`config.mk`:
```
export PLATFORM = sky130hd
export DESIGN_NAME = poly_mult_scheduler
export DESIGN_NICKNAME = d
export VERILOG_FILES = /design/src/rtl/poly_sched_pkg.sv /design/src/rtl/rr_arbiter.sv /design/src/rtl/poly_mult_scheduler.sv
export SDC_FILE = /design/constraint.sdc
export NUM_CORES = 1
export LEC_CHECK = 0
export CAP_MARGIN = 20
export CORE_AREA = 3 3 207 209
export CTS_CLUSTER_SIZE = 14
export DETAILED_ROUTE_END_ITERATION = 8
export DIE_AREA = 0 0 210 212
export GPL_TIMING_DRIVEN = 0
export SYNTH_ARGS = -nofsm -noshare
export SYNTH_HDL_FRONTEND = slang
export SYNTH_SLANG_ARGS = --single-unit
```
`constraint.sdc`:
```
create_clock -name clk -period 16.9 [get_ports clk]
set_input_delay 3.38 -clock clk [delete_from_list [all_inputs] [get_ports clk]]
set_output_delay 3.38 -clock clk [all_outputs]
set_load 0.01 [all_outputs]
```
`src/rtl/poly_sched_pkg.sv`:
```
// Shared types for the polynomial-multiplier scheduler: default polynomial
// geometry, the packed polynomial type and the scheduler state encoding.
package poly_sched_pkg;

   localparam int N_COEFF = 8;
   localparam int COEFF_W = 8;

   typedef logic [N_COEFF-1:0][COEFF_W-1:0] poly_t;

   typedef enum logic [1:0] {
      IDLE  = 2'd0,
      ISSUE = 2'd1,
      WAIT  = 2'd2,
      RESP  = 2'd3
   } state_t;

endpackage

```
`src/rtl/rr_arbiter.sv`:
```
// Round-robin arbiter: one-hot grant starting the search at the requester
// after the last advanced one; the pointer moves only on the advance strobe.
module rr_arbiter #(
   parameter int N_REQ = 2
) (
   input  logic             clk,
   input  logic             reset,
   input  logic [N_REQ-1:0] req,
   input  logic             advance,
   output logic [N_REQ-1:0] grant
);

   localparam int IDX_W = (N_REQ > 1) ? $clog2(N_REQ) : 1;

   logic [IDX_W-1:0] ptr;
   logic [IDX_W-1:0] next_ptr;
   logic [IDX_W-1:0] idx;
   logic             found;

   // next_ptr follows the winner so advancing moves priority just past it
   always_comb begin
      grant    = '0;
      next_ptr = ptr;
      idx      = '0;
      found    = 1'b0;
      for (int i = 0; i < N_REQ; i++) begin
         idx = IDX_W'((int'(ptr) + i) % N_REQ);
         if (!found && req[idx]) begin
            grant[idx] = 1'b1;
            next_ptr   = IDX_W'((int'(idx) + 1) % N_REQ);
            found      = 1'b1;
         end
      end
   end

   always_ff @(posedge clk or posedge reset) begin
      if (reset) begin
         ptr <= '0;
      end else if (advance) begin
         ptr <= next_ptr;
      end
   end

endmodule

```
`src/rtl/poly_mult_scheduler.sv`:
```
// Arbitrates N_REQ requesters onto one polynomial multiplier and routes the
// product back to the owner. Optional watchdog: define POLY_MULT_TIMEOUT_EN.
module poly_mult_scheduler #(
   parameter int N_COEFF     = poly_sched_pkg::N_COEFF,
   parameter int COEFF_W     = poly_sched_pkg::COEFF_W,
   parameter int N_REQ       = 2,
   parameter int TIMEOUT_CYC = 1024
) (
   input  logic                                    clk,
   input  logic                                    reset,
   input  logic [N_REQ-1:0]                        req_valid,
   output logic [N_REQ-1:0]                        req_ready,
   input  logic [N_REQ-1:0][N_COEFF-1:0][COEFF_W-1:0] req_a,
   input  logic [N_REQ-1:0][N_COEFF-1:0][COEFF_W-1:0] req_b,
   output logic [N_REQ-1:0]                        rsp_valid,
   input  logic [N_REQ-1:0]                        rsp_ready,
   output logic [N_COEFF-1:0][COEFF_W-1:0]         rsp_data,
   output logic                                    rsp_err,
   output logic                                    pm_start,
   output logic [N_COEFF-1:0][COEFF_W-1:0]         pm_as,
   output logic [N_COEFF-1:0][COEFF_W-1:0]         pm_bs,
   input  logic [N_COEFF-1:0][COEFF_W-1:0]         pm_cs,
   input  logic                                    pm_done,
   output poly_sched_pkg::state_t                  state_dbg
);

   typedef logic [N_COEFF-1:0][COEFF_W-1:0] poly_w_t;

   poly_sched_pkg::state_t state, state_nxt;
   logic [N_REQ-1:0] owner_q;
   logic [N_REQ-1:0] arb_req;
   logic [N_REQ-1:0] grant;
   logic             accept;
   logic             load_rsp;
   logic             load_err;
   logic             release_rsp;
   logic             wd_expired;
   poly_w_t          sel_a;
   poly_w_t          sel_b;

   // Handshakes: a request transfers on a cycle where req_valid[i] and
   // req_ready[i] are both high (only in IDLE, one winner); a response
   // transfers when rsp_valid[owner] and rsp_ready[owner] are both high, and
   // rsp_valid/rsp_data hold steady until then.

   // Outside IDLE the arbiter sees only the owner, so the advance in RESP
   // moves priority past the requester that was actually served.
   assign arb_req = (state == poly_sched_pkg::IDLE) ? req_valid : owner_q;

   rr_arbiter #(
      .N_REQ(N_REQ)
   ) u_arb (
      .clk    (clk),
      .reset  (reset),
      .req    (arb_req),
      .advance(release_rsp),
      .grant  (grant)
   );

   always_comb begin
      sel_a = '0;
      sel_b = '0;
      for (int i = 0; i < N_REQ; i++) begin
         if (grant[i]) begin
            sel_a = req_a[i];
            sel_b = req_b[i];
         end
      end
   end

   always_comb begin
      state_nxt   = state;
      accept      = 1'b0;
      load_rsp    = 1'b0;
      load_err    = 1'b0;
      release_rsp = 1'b0;
      unique case (state)
         poly_sched_pkg::IDLE: begin
            if (|req_valid) begin
               accept    = 1'b1;
               state_nxt = poly_sched_pkg::ISSUE;
            end
         end
         poly_sched_pkg::ISSUE: state_nxt = poly_sched_pkg::WAIT;
         poly_sched_pkg::WAIT: begin
            if (pm_done) begin
               load_rsp  = 1'b1;
               state_nxt = poly_sched_pkg::RESP;
            end else if (wd_expired) begin
               load_err  = 1'b1;
               state_nxt = poly_sched_pkg::RESP;
            end
         end
         poly_sched_pkg::RESP: begin
            if (|(rsp_ready & owner_q)) begin
               release_rsp = 1'b1;
               state_nxt   = poly_sched_pkg::IDLE;
            end
         end
         default: state_nxt = poly_sched_pkg::IDLE;
      endcase
   end

   always_ff @(posedge clk or posedge reset) begin
      if (reset) begin
         state    <= poly_sched_pkg::IDLE;
         owner_q  <= '0;
         pm_as    <= '0;
         pm_bs    <= '0;
         rsp_data <= '0;
      end else begin
         state <= state_nxt;
         if (accept) begin
            owner_q <= grant;
            pm_as   <= sel_a;
            pm_bs   <= sel_b;
         end
         if (load_rsp) begin
            rsp_data <= pm_cs;
         end else if (load_err) begin
            rsp_data <= '0;
         end
      end
   end

`ifdef POLY_MULT_TIMEOUT_EN
   localparam int WD_W = $clog2(TIMEOUT_CYC + 1);

   logic [WD_W-1:0] wdog;

   // wdog equals the number of WAIT cycles already spent before this one
   assign wd_expired = (wdog == WD_W'(TIMEOUT_CYC - 1));

   always_ff @(posedge clk or posedge reset) begin
      if (reset) begin
         wdog    <= '0;
         rsp_err <= 1'b0;
      end else begin
         if (state == poly_sched_pkg::WAIT && state_nxt == poly_sched_pkg::WAIT) begin
            wdog <= wdog + 1'b1;
         end else begin
            wdog <= '0;
         end
         if (load_rsp) begin
            rsp_err <= 1'b0;
         end else if (load_err) begin
            rsp_err <= 1'b1;
         end
      end
   end
`else
   logic unused_timeout;

   assign wd_expired     = 1'b0;
   assign rsp_err        = 1'b0;
   assign unused_timeout = ^TIMEOUT_CYC;
`endif

   assign req_ready = (state == poly_sched_pkg::IDLE && !reset) ? grant : '0;
   assign pm_start  = (state == poly_sched_pkg::ISSUE);
   assign rsp_valid = (state == poly_sched_pkg::RESP) ? owner_q : '0;
   assign state_dbg = state;

endmodule

```
==> After elaboration in Yosys (flattened, before gate mapping) <==
Index checks and enable logic that the tools add are counted.
{ "totals": {"register_bits": 197, "wordCells": 84} }
{ "op_classes": {"bitwise_logic": 2, "addsub": 2, "reduce_logical": 12, "eq_ne": 6, "muxes": 31, "magnitude_cmp": 4} }
{ "op_table": {"columns": ["op", "count"], "rows": [
  ["$mux 64", 5],
  ["$mux 2", 8],
  ["$mux 1", 15],
  ["$pmux 2 s4", 1],
  ["$eq 2x2->1 const B", 2],
  ["$logic_and 1x1->1", 4],
  ["$lt 1x2->1 const B", 2],
  ["$ne 2x2->1 const B", 2],
  ["$reduce_or 2->1", 2],
  ["$reduce_and 3->1", 1],
  ["$add 1x1->1 const B", 2],
  ["$and 2x2->2", 1],
  ["$demux 1 s1", 2],
  ["$eq 2x1->1 const B", 1],
  ["$ge 1x1->1 const B", 2],
  ["$logic_not 1->1", 2],
  ["$logic_not 2->1", 1],
  ["$ne 2x1->1 const B", 1],
  ["$or 2x2->2", 1],
  ["$reduce_and 2->1", 1],
  ["$reduce_bool 2->1", 1]
]} }

==> Depth between registers and ports, before layout <==
{ "depth": {"depth_word": 10, "ltp_mapped": 7, "depth_no_buf": 5} }

==> Modules after synthesis <==
Synthesis repeated with hierarchy kept, for this count alone.
{ "hier_totals": {"hier_cells": 744, "hier_area_um2": 8414.3} }
{ "modules_own_cells": {"columns": ["mod", "cells_per_inst", "n_inst", "area_each_um2", "seq_area_each_um2"], "rows": [
  ["poly_mult_scheduler", 737, 1, 8355.5, 4904.7],
  ["rr_arbiter", 7, 1, 58.8, 25.0]
]} }

==> Worst setup path after synthesis <==
No wires, ideal clock.
{ "synth_timing": {"kind": "input to output", "from": "input reset", "to": "output req_ready[0]", "stages": 2, "t_arrival_ns": 7.984, "n_path_buf": 0, "path_slack_ns": 5.536, "path_cell_list": "inv_1 and2_1"} }
{ "synth_via": {"elab_chain_len": 3} }
{ "synth_lines": {"columns": ["element", "line_no", "rtl"], "rows": [
  ["start: declaration", "poly_mult_scheduler.sv:10", "input logic reset,"],
  ["$logic_not 1->1 (no line)", null, null],
  ["$logic_and 1x1->1", "poly_mult_scheduler.sv:159", "assign req_ready = (state == poly_sched_pkg::IDLE && !reset) ? grant : '0;"],
  ["$mux 2", "poly_mult_scheduler.sv:159", null],
  ["end: declaration", "poly_mult_scheduler.sv:12", "output logic [N_REQ-1:0] req_ready,"]
]} }
Every way passes these cells.

==> Worst setup path in the final report <==
{ "layout_timing": {"from": "input req_valid[1]", "to": "output req_ready[0]"} }
{ "layout_via": {"elab_chain_len": 8, "word_cells_on_any_way": 12, "classes_between": "9 x mux; 1 x bitwise; 2 x reduce/logical"} }
{ "layout_lines": {"columns": ["element", "line_no", "rtl"], "rows": [
  ["start: declaration", "poly_mult_scheduler.sv:11", "input logic [N_REQ-1:0] req_valid,"],
  ["$mux 2 *", "poly_mult_scheduler.sv:48", "assign arb_req = (state == poly_sched_pkg::IDLE) ? req_valid : owner_q;"],
  ["$mux 1 (not written as such) (2 in series)", "rr_arbiter.sv:28", "if (!found && req[idx]) begin"],
  ["$mux 1", "rr_arbiter.sv:28", null],
  ["$logic_not 1->1", "rr_arbiter.sv:28", null],
  ["$logic_and 1x1->1", "rr_arbiter.sv:28", null],
  ["$mux 2 *", "rr_arbiter.sv:28", null],
  ["$mux 2 *", "poly_mult_scheduler.sv:159", null]
]} }
Mark *: on every way between the ends. The rest lies on a longest branch, timed or not. The select of a mux whose other input is x is not followed.

==> impl_metrics.csv <==
group,metric,value,unit
sta,period_share,53.5,%
synth,synth_edf_count,0,
synth,synthArstFlopShare,100,%
cts,clockBufferDepth,2,
synth,yosys-top-cells-area,"dfrtp_1 (58%), mux2i_1 (12%), o2bb2ai_1 (10%), mux2_2 (8.8%), a221o_1 (3.4%)",
placed_design,dp_hpwl,27900,um
detailed_routing,drt_iter0_drc,290,
layout,area_growth,76.7,%
worst_setup_path,worst-endpoint-arrival,5.65,ns
synth,yosys_warnings,0,
layout,final_util,36.8,%
worst_setup_path,critPathCaptureType,"output port",
synth,ys.flop_type,"dfrtp_1",
grt,grt_start_max_net_pins,106,
grt,grtUsageTotal,16.0,%
floorplan,die-area,44500,sq um
pwr,sequentialPowerShare,32.3,%
cts,clock_latency,0.49,ns
cts,numCtsBuffers,17,
cts,root_buffer,"clkbuf_16",
detailed_routing,drt-pass1-iter-count,4,
grt,grt_pass1_vias,8124,
min_path,hold_path_class,"register to register",
pwr,p_switching,904,uW
cts,numClockSinks,197,
sta,setup_viol_count_final,0,
synth,synth.most_common_cell,"dfrtp_1",
pwr,leakage,0.00648,uW
sta,max_freq,111,MHz
cts,cts_tree,"built",
sta,period_minus_slack,9.03,ns
floorplan,die_y,212,um
worst_setup_path,cp.required,13.52,ns
pwr,intPower,1700,uW
synth,seq_area_frac_synth,57.7,%
worst_setup_path,crit_fanout,10,
min_path,holdPathStages,1,
synth,ys_types,27,
sta,rsz0062_at_grt,"false",
pwr,clkPwrFrac,16.6,%
floorplan,die_w,210,um
layout,seq_area,4930,sq um
synth,synth_top_area_cell,"dfrtp_1",
placed_design,gp_congestion,0.769,
cts,ctsHoldBuffers,0,
sta,max_slew_margin,42.5,%
status,status,"complete, no violations",
synth,synthTopCellsByCount,"dfrtp_1 (197), mux2i_1 (100), o2bb2ai_1 (99), mux2_2 (67), and2_1 (32)",
synth,synthDominantCellAreaShare,57.7,%
cts,cts_setup_buffers,0,
layout,multi_input_area,3320,sq um
grt,antenna_found_initial,5,
cts,clk_pin_slew_worst_paths,0.07,ns
placed_design,io_buffers,525,
synth,syn_inst,609,
worst_setup_path,critPathLaunchType,"input pin",
pwr,p_sw_share,34.7,%
worst_setup_path,path_class,"input pin to output port",
detailed_routing,routed_wirelength,35900,um
sta,tns,0,ns
detailed_routing,postRouteAntennaNets,0,
worst_setup_path,worst-r2r-cell-count,7,
pwr,peakVddDrop,0.000105,V
floorplan,coreArea,41000,sq um
floorplan,core.rowCount,74,
sta,worstMarginPinSlew,0.863,ns
detailed_routing,drc_errors,0,
detailed_routing,wl_per_cell,21.1,um
pwr,power_density,173,nW/um^2
sta,clock_skew,0.0154,ns
floorplan,initial_core_util,20.8,%
detailed_routing,viasPerCell,4.40,
layout,post_layout_nonfiller_instances,1698,
layout,final_nets,1486,
cts,cts_max_level,4,
layout,drive_above_1_share,11.7,%
grt,grt_overflow,0,
pwr,comb_power_share,51.1,%
grt,grt_pass1_wl,52500,um
sta,hold_viol_final,0,
synth,synth-seq-cells,197,
placed_design,dp_cells,1667,
floorplan,io_pins,527,
synth,syn_nets,941,
synth,avgSynthCellArea,14.0,sq um
synth,netlist_area,8540,sq um
pwr,finalPower,2610,uW
cts,post_cts_resized,0,
job,cap_viol_max_count,0,
detailed_routing,vias,7479,
layout,nFillCells,4064,
sta,slew_viol_final,0,
==> layout by cell type, fill, tap and decap left out, types with 3 or more instances in the layout <==
cell and n:
clkdlybuf4s50_1 525, dfrtp_1 197, mux2i_1 100, o2bb2ai_1 99, mux2_2 67, and2_1 32, a221o_1 29, buf_2 23
clkbuf_16 17, buf_4 13, clkbuf_1 13, inv_1 7, ha_1 5, nand2_1 4, nor2_1 3, a21oi_1 3
clkinvlp_4 3, clkinv_2 3, inv_6 3, bufinv_16 3
==> worst max-delay path, cell delays in order <==
cell and delay, ns:
clkdlybuf4s50_1 0.47, mux2_2 0.32, a21oi_1 0.29, clkbuf_1 0.45
and2_1 0.20, clkdlybuf4s50_1 0.53
==> state kept, by name (all words and copies together), names as in the netlist <==
name,count
pm_bs,64
u_arb.ptr,1
owner_q,2
state_dbg,2
rsp_data,64
pm_as,64
==> stage by stage <==
stage | hold slack, ns | area [sq um] | setup slack [ns]
2_1_floorplan | 0.515 | 8540 | 5.54
3_3_place_gp | 0.487 | 14500 | 2.40
3_5_place_dp | 0.495 | 14500 | 7.72
4_1_cts | 0.512 | 15100 | 7.71
5_1_grt | 0.523 | 15100 | 7.61
6_report | 0.504 | 15100 | 7.87
==> final timing paths <==
| check | startpoint | end | slack (ns) |
|---|---|---|---|
| setup / recovery | req_valid[1] | req_ready[0] | 7.87 |
| min in group asynchronous | reset | owner_q[1] | 3.44 |
| max in group asynchronous | reset | pm_bs[25] | 12.40 |
| hold reg to reg | rsp_data[63] | rsp_data[63] | 0.50 |
| setup reg to reg | state_dbg[1] | pm_as[9] | 14.29 |
| hold / removal | rsp_data[63] | rsp_data[63] | 0.50 |
==> metal layers <==
| metal | part of all wire, % | vias to the layer above | GRT usage [%] |
|---|---|---|---|
| met5 | 0.075 | - | 0 |
| met4 | 1.8 | 4 | 4.49 |
| met3 | 10 | 38 | 7.70 |
| met2 | 49 | 357 | 27.4 |
| met1 | 38 | 3703 | 17.7 |
| li1 | - | 3377 | - |
==> cell type report <==
class	instances	area share, %
repair buffers	526	35.0
flip-flops and latches	197	32.7
multi-input cells	355	22.0
well taps	532	4.41
clock buffers	18	2.91
plain buffers	49	1.73
clock inverters	12	1.02
inverters	8	0.249
diodes	1	0.0166
==> power groups by stage <==
stage               clock (uW)  combinational [uW]  sequential, uW
floorplan                    0                 510             941
global placement             0                1340             841
detailed placement           0                1360             849
CTS                        450                1360             845
global route               466                1440             874
finish                     432                1330             843
==> kinds of logic (layout without fill, tap and decap cells) <==
logic type | Yosys count | in the layout | share of synthesized area [%]
AND/OR/NAND/NOR | 44 | 44 | 3.11
other | 1 | 2 | 0.0439
multiplexers | 167 | 167 | 20.6
AO/OA/AOI/OAI | 138 | 138 | 14.4
buffers and inverters | 57 | 613 | 3.41
adder cells (fa/ha/maj) | 5 | 5 | 0.732
flip-flops | 197 | 197 | 57.7
No activity file was read; power rests on OpenSTA's default activity.
==> patch 1: new RTL, same settings <==
The package constant `COEFF_W` goes from 8 to 9.
--- a/src/rtl/poly_sched_pkg.sv
+++ b/src/rtl/poly_sched_pkg.sv
@@ -3,7 +3,7 @@
 package poly_sched_pkg;
 
    localparam int N_COEFF = 8;
-   localparam int COEFF_W = 8;
+   localparam int COEFF_W = 9;
 
    typedef logic [N_COEFF-1:0][COEFF_W-1:0] poly_t;
 
Interface: changed (6 resized); port bits go from 527 to 591. The function was not compared with the original's and may differ.
==> patch 1 against the unedited design <==
  * Non-clock buffer count up 72
  * Sequential cell count up 24
  * Routed wire length increased by 14%
  * Largest cell class unchanged
  * Critical path depth unchanged
  * Highest routed layer is now met4
  * Power grew 15%
  * Register-to-register slack got worse by 350 ps
  * Area after synthesis rose by 11%
  * Clock skew is 2.5 ps lower
  * Worst setup slack got worse by 290 ps
  * Final area is 12% higher
==> patch 1: results (changes against the unedited design) <==
* Run status: complete, no violations
* Global-route usage over all layers at 17.44% (+1.5 points)
* Pin count of the biggest net entering global routing at 105 (-0.94%)
* Count of input and output buffers at 589 (+12%)
* WP data arrival at 5940 ps (+290 ps)
* Depth of the worst register-to-register path at 6 (-1)
* Number of buffers between clock root and the deepest sink at 3 (+1)
* Total clock buffers created by CTS at 27 (+10)
* H-tree levels at 1 (-3)
* Worst slack at placement at 7435 ps (-282.6 ps)
* Async set-reset flop share out of synthesis at 100.0% (unchanged)
* Leak Pwr at 0.007267 uW (+12%)
* Endpoint with the worst hold slack: rsp_data[56]
* Crit Reg-Reg Endpoint: pm_bs[35]
* Relative slew slack at 25.80% (-17 points)
* Reg2Reg Launch Point: state_dbg[0]
* Worst hold start: rsp_data[56]
* Number of global-route vias before repair at 9105 (+12%)
* Root buffer selected by CTS: clkbuf_16
* Synth Instances at 678 (+11%)
* Total wire length after detailed routing at 40840 um (+14%)
* Diode insertion count for antenna repair at 0 (-1)
* Portion of total power attributed to the clock network at 18.0% (+1.4 points)
* Clock latency on the worst-skew pair at 540 ps (+50 ps)
* Net count, final at 1672 (+13%)
* Non-filler instance count after layout at 1845 (+8.7%)
* Ratio of cells with drive above 1 in the final layout at 10.51% (-1.2 points)
* Placement-stage cell area at 16150 um^2 (+11%)
* Global-route wire length before repair at 58770 um (+12%)
* Cts repair resizes at 0 (unchanged)
* Setup clock skew after layout at 12.93 ps (-2.470 ps)
* Sequential fraction of the synthesis area at 58.15% (+0.44 points)
* Total half-perimeter wirelength after legalization and detailed placement at 31910 um (+14%)
* Highest-delay cell along the critical path: clkbuf_1
* Worst reg-to-reg setup slack at 13940 ps (-350 ps)
* PD cells at 176.1 nW/um^2 (+2.0%)
* WHS Path Cells at 1 (unchanged)
* Max IR drop VDD at 100.7 uV (-4.1%)
* Final worst hold slack at 501.1 ps (-3.024 ps)
* Initial antenna violation count at 1 (-4)
* Via density per instance at 4.517 (+2.5%)
* Post-synthesis cell type count at 30 (+11%)
* Part of the total power dissipated in sequential elements at 31.8% (-0.5 points)
* Number of DRC markers after the initial detailed-route iteration at 381 (+31%)
* Top cell types by occurrence after synthesis: dfrtp_1 (221), mux2i_1 (112), o2bb2ai_1 (111), mux2_2 (75), a221o_1 (33)
* Total nets after synthesis at 1050 (+12%)
* Switching Share at 34.56% (-0.13 points)
* Critical path's largest stage delay at 740 ps (+210 ps)
* GP Congestion at 0.7937 (+3.2%)
* Largest registers: pm_as (72), pm_bs (72), rsp_data (72)
* Synth top area cells: dfrtp_1 (58%), mux2i_1 (12%), o2bb2ai_1 (10%), mux2_2 (8.9%), a221o_1 (3.5%)
==> patch 1: worst max path at each step <==
| stage | startpoint | to | slack, ps | cells after the start |
|---|---|---|---|---|
| 6_report | req_valid[1] | req_ready[0] | 7580 | 6 |
| 3_5_place_dp | req_valid[1] | req_ready[0] | 7430 | 6 |
| 4_1_cts | req_valid[1] | req_ready[0] | 7430 | 6 |
| 5_1_grt | req_valid[1] | req_ready[0] | 7380 | 6 |
| 3_3_place_gp | reset | req_ready[0] | 1580 | 4 |
| 2_1_floorplan | reset | req_ready[0] | 5010 | 2 |
==> patch 1: area by class of cell <==
cell class | count | area, um^2
Clock inverter | 4 | 22.52
Fill cell | 3969 | 24060
Tap cell | 532 | 665.6
Sequential cell | 221 | 5530
Timing Repair Buffer | 593 | 5969
Multi-Input combinational cell | 395 | 3714
Inverter | 8 | 37.54
Clock buffer | 38 | 777.0
Buffer | 54 | 236.5
==> patch 1: worst max-delay path: cells and delay by family <==
kind,cells,cell delay (ps)
buffers and inverters,3,1760
and+or+nand+nor,1,230
muxes,1,330
AOI/OAI and AO/OA,1,240
==> patch 1: cell families (layout without fill, tap and decap cells) <==
kind of cell               after synthesis  in the layout  share of synthesized area, %
other                                    1              1                       0.03943
DFF                                    221            221                         58.15
buffers and inverters                   62            697                         2.802
adders and majority gates                5              5                        0.6578
muxes                                  187            187                         20.67
and+or+nand+nor                         48             48                         3.052
AOI/OAI and AO/OA                      154            154                         14.63
==> patch 1: layer usage <==
metal,vias up,global-route usage [%],routed length [um]
met5,-,0,0
met4,0,5.162,1067
met3,58,5.194,3516
met2,376,30.72,20580
met1,4098,20.64,15670
li1,3801,-,-
==> patch 2: new RTL, same flow settings <==
Made on the original files. Register the output `state_dbg` once more; this adds one clock of latency there. The other outputs are not delayed to match.
--- a/src/rtl/poly_mult_scheduler.sv
+++ b/src/rtl/poly_mult_scheduler.sv
@@ -159,7 +159,9 @@
    assign req_ready = (state == poly_sched_pkg::IDLE && !reset) ? grant : '0;
    assign pm_start  = (state == poly_sched_pkg::ISSUE);
    assign rsp_valid = (state == poly_sched_pkg::RESP) ? owner_q : '0;
-   assign state_dbg = state;
+   always_ff @(posedge clk) begin
+      state_dbg <= state;
+   end
 
 endmodule
 
Formal check against the unedited RTL: not equivalent (Yosys sat finds a counterexample within 4 cycles, from zero or initial values and one cycle with reset high).
==> patch 2 against the unedited design <==
  * Die area is the same
  * Utilization grew 0.058 points
  * Final area rose by 0.16%
  * Sequential share of layout area grew 0.21 points
  * Routed wire length fell by 1.0%
  * Synthesized cell count rose by 0.49%
  * Count of clock-buffer cells in the layout grew 7
  * Global-route usage is 0.16 points lower
  * Area after synthesis rose by 0.54%
  * Sequential cell count rose by 2
  * Worst setup slack better by 39 ps
  * Clock power fell by 4%
  * Power decreased by 0.31%
  * Critical path depth is 1 lower
  * Critical endpoint unchanged
  * Largest cell class unchanged
==> patch 2: results (changes against the unedited design) <==
* Flop and latch count out of synthesis at 199 (+1.0%)
* Synth top area cells: dfrtp_1 (57%), mux2i_1 (12%), o2bb2ai_1 (10%), mux2_2 (8.8%), a221o_1 (3.4%)
* Multi-input gates at 356 (+0.28%)
* Worst reg-to-reg setup slack at 14420 ps (+130 ps)
* Ratio of cells with drive above 1 in the final layout at 11.54% (-0.14 points)
* Area of all sequential standard cells at 4970 um^2 (+0.81%)
* Diode insertion count for antenna repair at 0 (-1)
* Post-synthesis cell type count at 31 (+15%)
* Wire length on met2 at 17470 um (-1.6%)
* Global-route track usage on met3 at 7.629% (-0.074 points)
* Net count, final at 1489 (+0.20%)
* Initial antenna violation count at 2 (-3)
* Run status: complete, no violations
* Placement-stage cell area at 14540 um^2 (+0.32%)
* Setup clock skew after layout at 6.888 ps (-8.510 ps)
* Compound-cell area share of the yosys netlist at 14.51% (+0.068 points)
* Async set-reset flop share out of synthesis at 98.99% (-1.0 points)
* Met3 WL at 3567 um (-3.7%)
* Area share of fa/ha/maj cells after synthesis at 0.7284% (-0.0039 points)
* Number of global-route vias before repair at 8100 (-0.30%)
* Total wire length after detailed routing at 35490 um (-1.0%)
* Filler Cells Inserted at 3987 (-1.9%)
* Maximum net fanout on the critical path at 108 (+98)
* Global-route wire length before repair at 52190 um (-0.63%)
* Clock buf/inv share at 3.791% (-0.14 points)
* Global-route usage over all layers at 15.81% (-0.16 points)
* Top cell types by occurrence after synthesis: dfrtp_1 (197), mux2i_1 (99), o2bb2ai_1 (99), mux2_2 (67), and2_1 (31)
* Power dissipated in the clock network at 413 uW (-4%)
* WP data arrival at 5610 ps (-40 ps)
* Wire length the detailed router placed on met1 at 13700 um (-0.15%)
[patch 2: through the flow]
step | worst slack [ps] | util [%] | power (uW) | hold slack [ps] | std cells
after floorplan | 5536 | - | 1459 | 409.9 | 612
after global placement | 2408 | 35.37 | 2194 | 431.8 | 1669
after detailed placement | 7749 | 35.46 | 2216 | 440.3 | 1670
after CTS | 7747 | 36.86 | 2645 | 456.4 | 1702
after global routing | 7703 | 36.86 | 2774 | 466.7 | 1702
final | 7905 | 36.86 | 2599 | 457.9 | 1702
[patch 2: worst paths after layout]
kind | from | to | cells past startpoint
max | reset | req_ready[0] | 5
min | state[1] | state_dbg[1] | 0
max reg2reg | state[0] | pm_bs[51] | 7
min reg2reg | state[1] | state_dbg[1] | 0
max in group asynchronous | reset | pm_bs[53] | 3
min in group asynchronous | reset | owner_q[0] | 2
[patch 2: worst reg2reg max path, cell delays in order, from the launching register on]
cell and delay (ps):
dfrtp_1 420, inv_1 110, ha_1 260, nand2b_1 190, o32ai_1 260, clkbuf_1 570
buf_2 430, o2bb2ai_1 130
